### config.mk
export PLATFORM = sky130hd
export DESIGN_NAME = hazard_forwarding_unit
export DESIGN_NICKNAME = d
export VERILOG_FILES = /design/src/rtl/hazard_forwarding_unit.sv
export SDC_FILE = /design/constraint.sdc
export NUM_CORES = 1
export LEC_CHECK = 0
export BUFFER_PORTS_ARGS = -buffer_cell sky130_fd_sc_hd__buf_2
export CORE_ASPECT_RATIO = 0.9
export CORE_MARGIN = 8
export CORE_UTILIZATION = 50
export CTS_CLUSTER_SIZE = 20
export DETAILED_ROUTE_END_ITERATION = 8
export GPL_ROUTABILITY_DRIVEN = 0
export PLACE_DENSITY = 0.86
export RECOVER_POWER = 50
export SLEW_MARGIN = 15
export SYNTH_ARGS = -nofsm -noshare
export SYNTH_HDL_FRONTEND = slang
export SYNTH_SLANG_ARGS = --single-unit
### constraint.sdc
create_clock -name Clk -period 4.8 [get_ports Clk]
set_input_delay 0.96 -clock Clk [delete_from_list [all_inputs] [get_ports Clk]]
set_output_delay 0.96 -clock Clk [all_outputs]
set_load 0.01 [all_outputs]
### src/rtl/hazard_forwarding_unit.sv
// -----------------------------------------------------------------------------
// hazard_forwarding_unit
//
// Hazard detection and operand forwarding for the five-stage ARM pipeline.
// Lives in ID. Keeps a private three-entry destination scoreboard (EX, MEM,
// WB) that mirrors what the pipeline registers hold. From it, this block
// drives the PA/PB/PD operand-mux selects, the control-unit NOP select and the
// PC / IF-ID load enables. It also counts the load-use stall cycles it inserts.
//
// Ports
//   Clk            : clock, all state updates on the rising edge
//   Clr            : synchronous active-high reset
//   ID_Rn/Rm/Rd    : source register fields of the ID instruction
//   ID_use_Rn/Rm/Rd: the ID instruction really reads that operand
//   ID_dest        : destination register after the RD mux (R14 for BL)
//   ID_RF_enable   : the ID instruction writes the register file
//   ID_load_instr  : the ID instruction is a load
//   FWD_PA/PB/PD   : 00 reg file, 01 EX result, 10 MEM result, 11 WB data
//   NOP_sel        : 1 injects a bubble into ID/EX
//   LE_PC, LE_IFID : load enables, deasserted to hold fetch/decode
//   stall_count    : saturating count of stall cycles inserted
// -----------------------------------------------------------------------------
module hazard_forwarding_unit #(
  parameter int CNT_W = 16
) (
  input  logic             Clk,
  input  logic             Clr,
  input  logic [3:0]       ID_Rn,
  input  logic [3:0]       ID_Rm,
  input  logic [3:0]       ID_Rd,
  input  logic             ID_use_Rn,
  input  logic             ID_use_Rm,
  input  logic             ID_use_Rd,
  input  logic [3:0]       ID_dest,
  input  logic             ID_RF_enable,
  input  logic             ID_load_instr,
  output logic [1:0]       FWD_PA,
  output logic [1:0]       FWD_PB,
  output logic [1:0]       FWD_PD,
  output logic             NOP_sel,
  output logic             LE_PC,
  output logic             LE_IFID,
  output logic [CNT_W-1:0] stall_count
);

  // Pipeline view: RUN normally, STALL for the single cycle after a load-use
  // bubble has been inserted.
  typedef enum logic {
    ST_RUN   = 1'b0,
    ST_STALL = 1'b1
  } state_t;

  localparam logic [3:0] PC_REG = 4'd15;

  // Scoreboard entries
  logic [3:0]       ex_rd_q,  ex_rd_d;
  logic             ex_we_q,  ex_we_d;
  logic             ex_ld_q,  ex_ld_d;
  logic [3:0]       mem_rd_q, mem_rd_d;
  logic             mem_we_q, mem_we_d;
  logic [3:0]       wb_rd_q,  wb_rd_d;
  logic             wb_we_q,  wb_we_d;
  logic [CNT_W-1:0] cnt_q,    cnt_d;
  state_t           state_q,  state_d;

  // Operands packed as slot 0 = Rn (PA), slot 1 = Rm (PB), slot 2 = Rd (PD)
  logic [11:0] src_flat;
  logic [2:0]  use_flat;
  logic [5:0]  fwd_flat;
  logic [2:0]  ld_hit;
  logic        hazard;

  assign src_flat = {ID_Rd, ID_Rm, ID_Rn};
  assign use_flat = {ID_use_Rd, ID_use_Rm, ID_use_Rn};

  // ---------------------------------------------------------------------------
  // Per-operand match and select. R15 is never forwarded because the PC path
  // already supplies its value.
  // ---------------------------------------------------------------------------
  genvar gi;
  generate
    for (gi = 0; gi < 3; gi++) begin : g_operand
      logic [3:0] src_r;
      logic       src_ok;
      logic       hit_ex;
      logic       hit_mem;
      logic       hit_wb;
      logic [1:0] sel;

      assign src_r   = src_flat[gi*4 +: 4];
      assign src_ok  = use_flat[gi] && (src_r != PC_REG);
      assign hit_ex  = src_ok && ex_we_q  && (ex_rd_q  == src_r);
      assign hit_mem = src_ok && mem_we_q && (mem_rd_q == src_r);
      assign hit_wb  = src_ok && wb_we_q  && (wb_rd_q  == src_r);

      // A load in EX has no data yet, so an EX hit on a load falls through to
      // the older stages; the stall below holds the instruction until the
      // load reaches MEM.
      always_comb begin
        sel = 2'b00;
        if (hit_ex && !ex_ld_q) begin
          sel = 2'b01;
        end else if (hit_mem) begin
          sel = 2'b10;
        end else if (hit_wb) begin
          sel = 2'b11;
        end
      end

      assign fwd_flat[gi*2 +: 2] = sel;
      assign ld_hit[gi]          = hit_ex && ex_ld_q;
    end
  endgenerate

  // In STALL the EX entry is the bubble we just inserted, so a second hazard
  // on the held instruction is impossible; gating by state makes that explicit.
  assign hazard = (|ld_hit) && (state_q == ST_RUN);

  // ---------------------------------------------------------------------------
  // Next-state logic
  // ---------------------------------------------------------------------------
  always_comb begin
    // Scoreboard shifts every cycle; the load flag does not follow into MEM.
    wb_rd_d  = mem_rd_q;
    wb_we_d  = mem_we_q;
    mem_rd_d = ex_rd_q;
    mem_we_d = ex_we_q;
    ex_rd_d  = ID_dest;
    ex_we_d  = ID_RF_enable;
    ex_ld_d  = ID_load_instr;
    cnt_d    = cnt_q;
    state_d  = state_q;

    if (hazard) begin
      // Bubble enters EX instead of the held instruction.
      ex_rd_d = 4'd0;
      ex_we_d = 1'b0;
      ex_ld_d = 1'b0;
      if (cnt_q != {CNT_W{1'b1}}) begin
        cnt_d = cnt_q + CNT_W'(1);
      end
    end

    case (state_q)
      ST_RUN:   state_d = hazard ? ST_STALL : ST_RUN;
      ST_STALL: state_d = ST_RUN;
      default:  state_d = ST_RUN;
    endcase
  end

  always_ff @(posedge Clk) begin
    if (Clr) begin
      ex_rd_q  <= 4'd0;
      ex_we_q  <= 1'b0;
      ex_ld_q  <= 1'b0;
      mem_rd_q <= 4'd0;
      mem_we_q <= 1'b0;
      wb_rd_q  <= 4'd0;
      wb_we_q  <= 1'b0;
      cnt_q    <= '0;
      state_q  <= ST_RUN;
    end else begin
      ex_rd_q  <= ex_rd_d;
      ex_we_q  <= ex_we_d;
      ex_ld_q  <= ex_ld_d;
      mem_rd_q <= mem_rd_d;
      mem_we_q <= mem_we_d;
      wb_rd_q  <= wb_rd_d;
      wb_we_q  <= wb_we_d;
      cnt_q    <= cnt_d;
      state_q  <= state_d;
    end
  end

  // ---------------------------------------------------------------------------
  // Outputs
  // ---------------------------------------------------------------------------
  assign FWD_PA      = fwd_flat[1:0];
  assign FWD_PB      = fwd_flat[3:2];
  assign FWD_PD      = fwd_flat[5:4];
  assign NOP_sel     = hazard;
  assign LE_PC       = !hazard;
  assign LE_IFID     = !hazard;
  assign stall_count = cnt_q;

endmodule
* Word-level counts from Yosys, hierarchy flattened
Cells that the tools add are included.
** Cells by class
- $add $sub $neg :: 1
- Equality and inequality tests :: 13
- Muxes and demuxes :: 11
- Bitwise logic cells :: 1
- Reductions and logical operators :: 33
** Operators by type and width (number)
- $eq 4x4->1 :: 9
- $logic_and 1x1->1 :: 28
- $mux 2 :: 9
- $add 16x1->16 const B :: 1
- $ne 16x16->1 const B :: 1
- $ne 4x4->1 const B :: 3
- $reduce_or 3->1 :: 1
- $logic_not 1->1 :: 2
- $pmux 1 s2 :: 1
- $reduce_and 2->1 :: 1
- $reduce_or 2->1 :: 1
- $mux 1 :: 1
- $not 1->1 :: 1
** Word-level totals
- Register bits :: 33
- Bits of input ports :: 23
- Output and inout bits :: 25
- Logic and storage cells :: 68

* Depth between registers and ports, before layout
- Depth in word-level cells :: 9
- Depth in mapped cells :: 8
- Mapped depth without buffers :: 7

* Worst setup path before layout
No wires, ideal clock.
- Kind :: input to output
- Start point :: input ID_Rn[2]
- End point :: output LE_PC
- Arrival :: 1.922 ns
- Required time :: 3.840 ns
- Path slack :: 1.918 ns
- Stages on the path :: 6
- Path buffers :: 2
- Cells stage by stage :: nand4_1 nand2_1 nor3_2 o31ai_4 buf_6 buf_4
** Between the ends
- Word-level cells in the longest chain between the ends :: 8
- Elaborated cells on any way between the ends :: 9
- Classes of those cells :: eq/ne (2); reduce/logical (7)
** Ends and longest elaborated chain
- from (decl) :: line 28 : input logic [3:0] ID_Rn,
- $ne 4x4->1 :: line 91 : assign src_ok = use_flat[gi] && (src_r != PC_REG);
- $logic_and 1x1->1 :: line 91
- $logic_and 1x1->1 :: line 92 : assign hit_ex = src_ok && ex_we_q && (ex_rd_q == src_r);
- $logic_and 1x1->1 (*) :: line 92
- $logic_and 1x1->1 (*) :: line 111 : assign ld_hit[gi] = hit_ex && ex_ld_q;
- $reduce_or 3->1 (*) :: line 117 : assign hazard = (|ld_hit) && (state_q == ST_RUN);
- $logic_and 1x1->1 (*) :: line 117
- $logic_not 1->1 (*)
- to (decl) :: line 41 : output logic LE_PC,
Mark *: on every way between the ends. The rest lies on a longest branch, timed or not.

* Worst setup path after layout
- Start point :: input ID_Rn[3]
- End point :: output NOP_sel
** Between the ends
- Word-level cells in the longest chain between the ends :: 7
- Elaborated cells on any way between the ends :: 8
- Classes of those cells :: eq/ne (2); reduce/logical (6)
** Ends and longest elaborated chain
- $ne 4x4->1 :: line 91
- $logic_and 1x1->1 :: line 91
- $logic_and 1x1->1 :: line 92
- $logic_and 1x1->1 (*) :: line 92
- $logic_and 1x1->1 (*) :: line 111
- $reduce_or 3->1 (*) :: line 117
- $logic_and 1x1->1 (*) :: line 117
- to (decl) :: line 40 : output logic NOP_sel,
Marks and branches as above.

==> impl_metrics.tcl <==
set metrics [dict create \
    outcome "complete, no violations" \
    total_leakage_power_nw 0.809 \
    core_sq_mm 0.00373 \
    crit_chain "clkbuf_1 -> nand4_1 -> nand2_1 -> nor3_1 -> o31ai_4 -> inv_2 -> buf_2" \
    viasPerCell 5.47 \
    grt_pass1_wl_mm 7.56 \
    post_route_cells_drive_above_1_share_pct 18.6 \
    synth_ff_type "dfxtp_1" \
    synth_nets 246 \
    postRouteAntennaNets 0 \
    hold_viol 0 \
    met3_length_um 286 \
    synth_top_area_cell "dfxtp_1" \
    synth-edff-count 0 \
    met1_length_mm 2.05 \
    drc 0 \
    synth.avg_cell_area_sq_um 8.72 \
    grt.overflow.total 0 \
    worst_path_max_delay_cell "o31ai_4" \
    async_reset_ff_share_pct 0 \
    worstPathArrival_ps 2640 \
    synth.most_common_cell "dfxtp_1" \
    post-cts-setup-buffers 0 \
    drv_cap 0 \
    required_ps 3840 \
    finalCritPeriodShare_pct 74.9 \
    start_kind "input pin" \
    die_area_sq_mm 0.00612 \
    cts-root-buf "clkbuf_8" \
    max_stage_delay_ps 640 \
    dr.pass1.iters 4 \
    detail_route.wl_per_cell_um 14.7 \
    clkSinkCount 33 \
    dr_total_vias 1722 \
    r2r_slack_ps 2600 \
    clockBufferDepth 2 \
    io_buffers 47 \
    die_w_um 81.6 \
    worstMarginPinSlew_ps 1410 \
    boundaryPins 48 \
    diodes 0 \
    cts_tree "yes" \
    finalSetupViolCount 0 \
    hold_path_class "flip-flop to flip-flop" \
    clk_latency_ps 290 \
    grt_usage_pct 15.6 \
    netlist.area_leader.share_pct 34.1 \
    ys_warn_count 0 \
    area_delta_synth_final_pct 16.9 \
    finalSetupTns_ps 0 \
    drt_wl_total_mm 4.62 \
    hpwl_mm 3.62 \
    power_mw 0.608 \
    fmax_ghz 0.278 \
    ys_seq_elements 33 \
    yosys-top-cells-count "33 x dfxtp_1, 27 x xnor2_1, 15 x nor2b_1" \
    maxSlewViolCount 0 \
    yosysSeqAreaShare_pct 34.1 \
    rsz0062_at_grt "false" \
    cp-end-kind "output pin" \
    top_layer "met4" \
    multi_input_comb_area_sq_mm 0.00120 \
    initial_utilization_pct 51.9 \
    fillers 346 \
    rows 21 \
    antenna_found_initial 0 \
    drt-initial-drc-count 117 \
    powerDensity_mw_per_mm2 268 \
    netlist_area_sq_mm 0.00194 \
    cts_made_buffers 5 \
    yosysUniqueCellTypes 41 \
    critPathMaxFanout 19 \
    synthCells 222 \
    die_y_um 75.0 \
    slew_headroom_pct 6.12 \
    fin_skew_ps 5.32 \
    nNetsFinal 292 \
    grt_max_degree 35 \
    ctsHoldBuffers 0 \
    vdd_drop_max_v 0.000305 \
    grt_pass1_vias 1660 \
    h-tree-depth 2 \
    fin_crit_ps 3600 \
    cts_resized 0 \
    synth_area_leaders "dfxtp_1 34%, xnor2_1 12%, nor2b_1 4.8%" \
    clkTransAtPathRegs_ps 70 \
    path_class "input pin to output pin" \
    met2WireLength_mm 2.21 \
    regArea_sq_um 661 \
]
stage by stage:
| stage | hold WS, ps | util, % | instances | instance area, sq um | setup slack [ps] |
|---|---|---|---|---|---|
| after detailed placement | 493 | 58.4 | 307 | 2180 | 1340 |
| after CTS | 506 | 61.4 | 315 | 2290 | 1330 |
| final | 503 | 60.7 | 315 | 2260 | 1200 |
| after floorplan | 470 | - | 222 | 1940 | 1920 |
| after global routing | 546 | 60.7 | 315 | 2260 | 1050 |
| after global placement | 484 | 58.4 | 307 | 2180 | 1370 |
flip-flops by register name (all words and copies together) (netlist names):
name         cells
mem_rd_q         4
state_q          1
stall_count     16
ex_ld_q          1
wb_we_q          1
ex_rd_q          4
mem_we_q         1
ex_we_q          1
wb_rd_q          4
kinds of logic after synthesis:
| family | after synthesis | synth area share, % |
|---|---|---|
| muxes | 6 | 3.42 |
| and+or+nand+nor | 104 | 30.9 |
| buffers and inverters | 12 | 3.49 |
| AOI/OAI and AO/OA | 30 | 11.2 |
| DFF | 33 | 34.1 |
| xor gates and xnor gates | 36 | 16.3 |
| adders and majority gates | 1 | 0.646 |
path summary, 6_finish.rpt:
kind | from | endpoint | cells past startpoint
setup / recovery | ID_Rn[3] | NOP_sel | 7
setup reg to reg | ex_rd_q[3] | stall_count[13] | 7
hold reg to reg | stall_count[4] | stall_count[4] | 2
hold / removal | stall_count[4] | stall_count[4] | 2
report_power, final:
group / switching, mW / total, mW / internal [mW]
Clock: 0.104 / 0.259 / 0.155
Combinational: 0.0303 / 0.0599 / 0.0296
Sequential: 0.00930 / 0.289 / 0.280
Total: 0.143 / 0.608 / 0.464
worst max-delay path, delay by kind of cell:
kind	cells	cell delay (ps)
AOI/OAI and AO/OA	1	640
buffers and inverters	3	660
and+or+nand+nor	3	370
cell type report:
| cell class | count | area share, % |
|---|---|---|
| Multi-Input combinational cell | 177 | 53.1 |
| Sequential cell | 33 | 29.2 |
| Clock inverter | 3 | 2.04 |
| Tap cell | 46 | 2.54 |
| Clock buffer | 5 | 3.04 |
| Inverter | 4 | 0.663 |
| Timing Repair Buffer | 47 | 9.39 |
layout by cell type, fill, tap and decap left out, types with 6 or more instances in the layout:
cell type,netlist,layout
dfxtp_1,33,33
buf_2,0,29
xnor2_1,27,27
clkbuf_1,4,18
nor2b_1,15,15
nand2_1,14,14
nand3_1,12,12
nand4_1,9,9
xor2_1,9,9
a21oi_1,9,9
nor2_1,9,9
nor3_1,7,8
and3_1,6,6
and2_1,6,6
metal layers:
metal | up-vias | GRT usage [%]
met5 | - | 0
met4 | 0 | 7.59
met3 | 6 | 3.58
met2 | 58 | 23.9
met1 | 782 | 20.1
li1 | 876 | -
No activity file was read; power rests on OpenSTA's default activity.
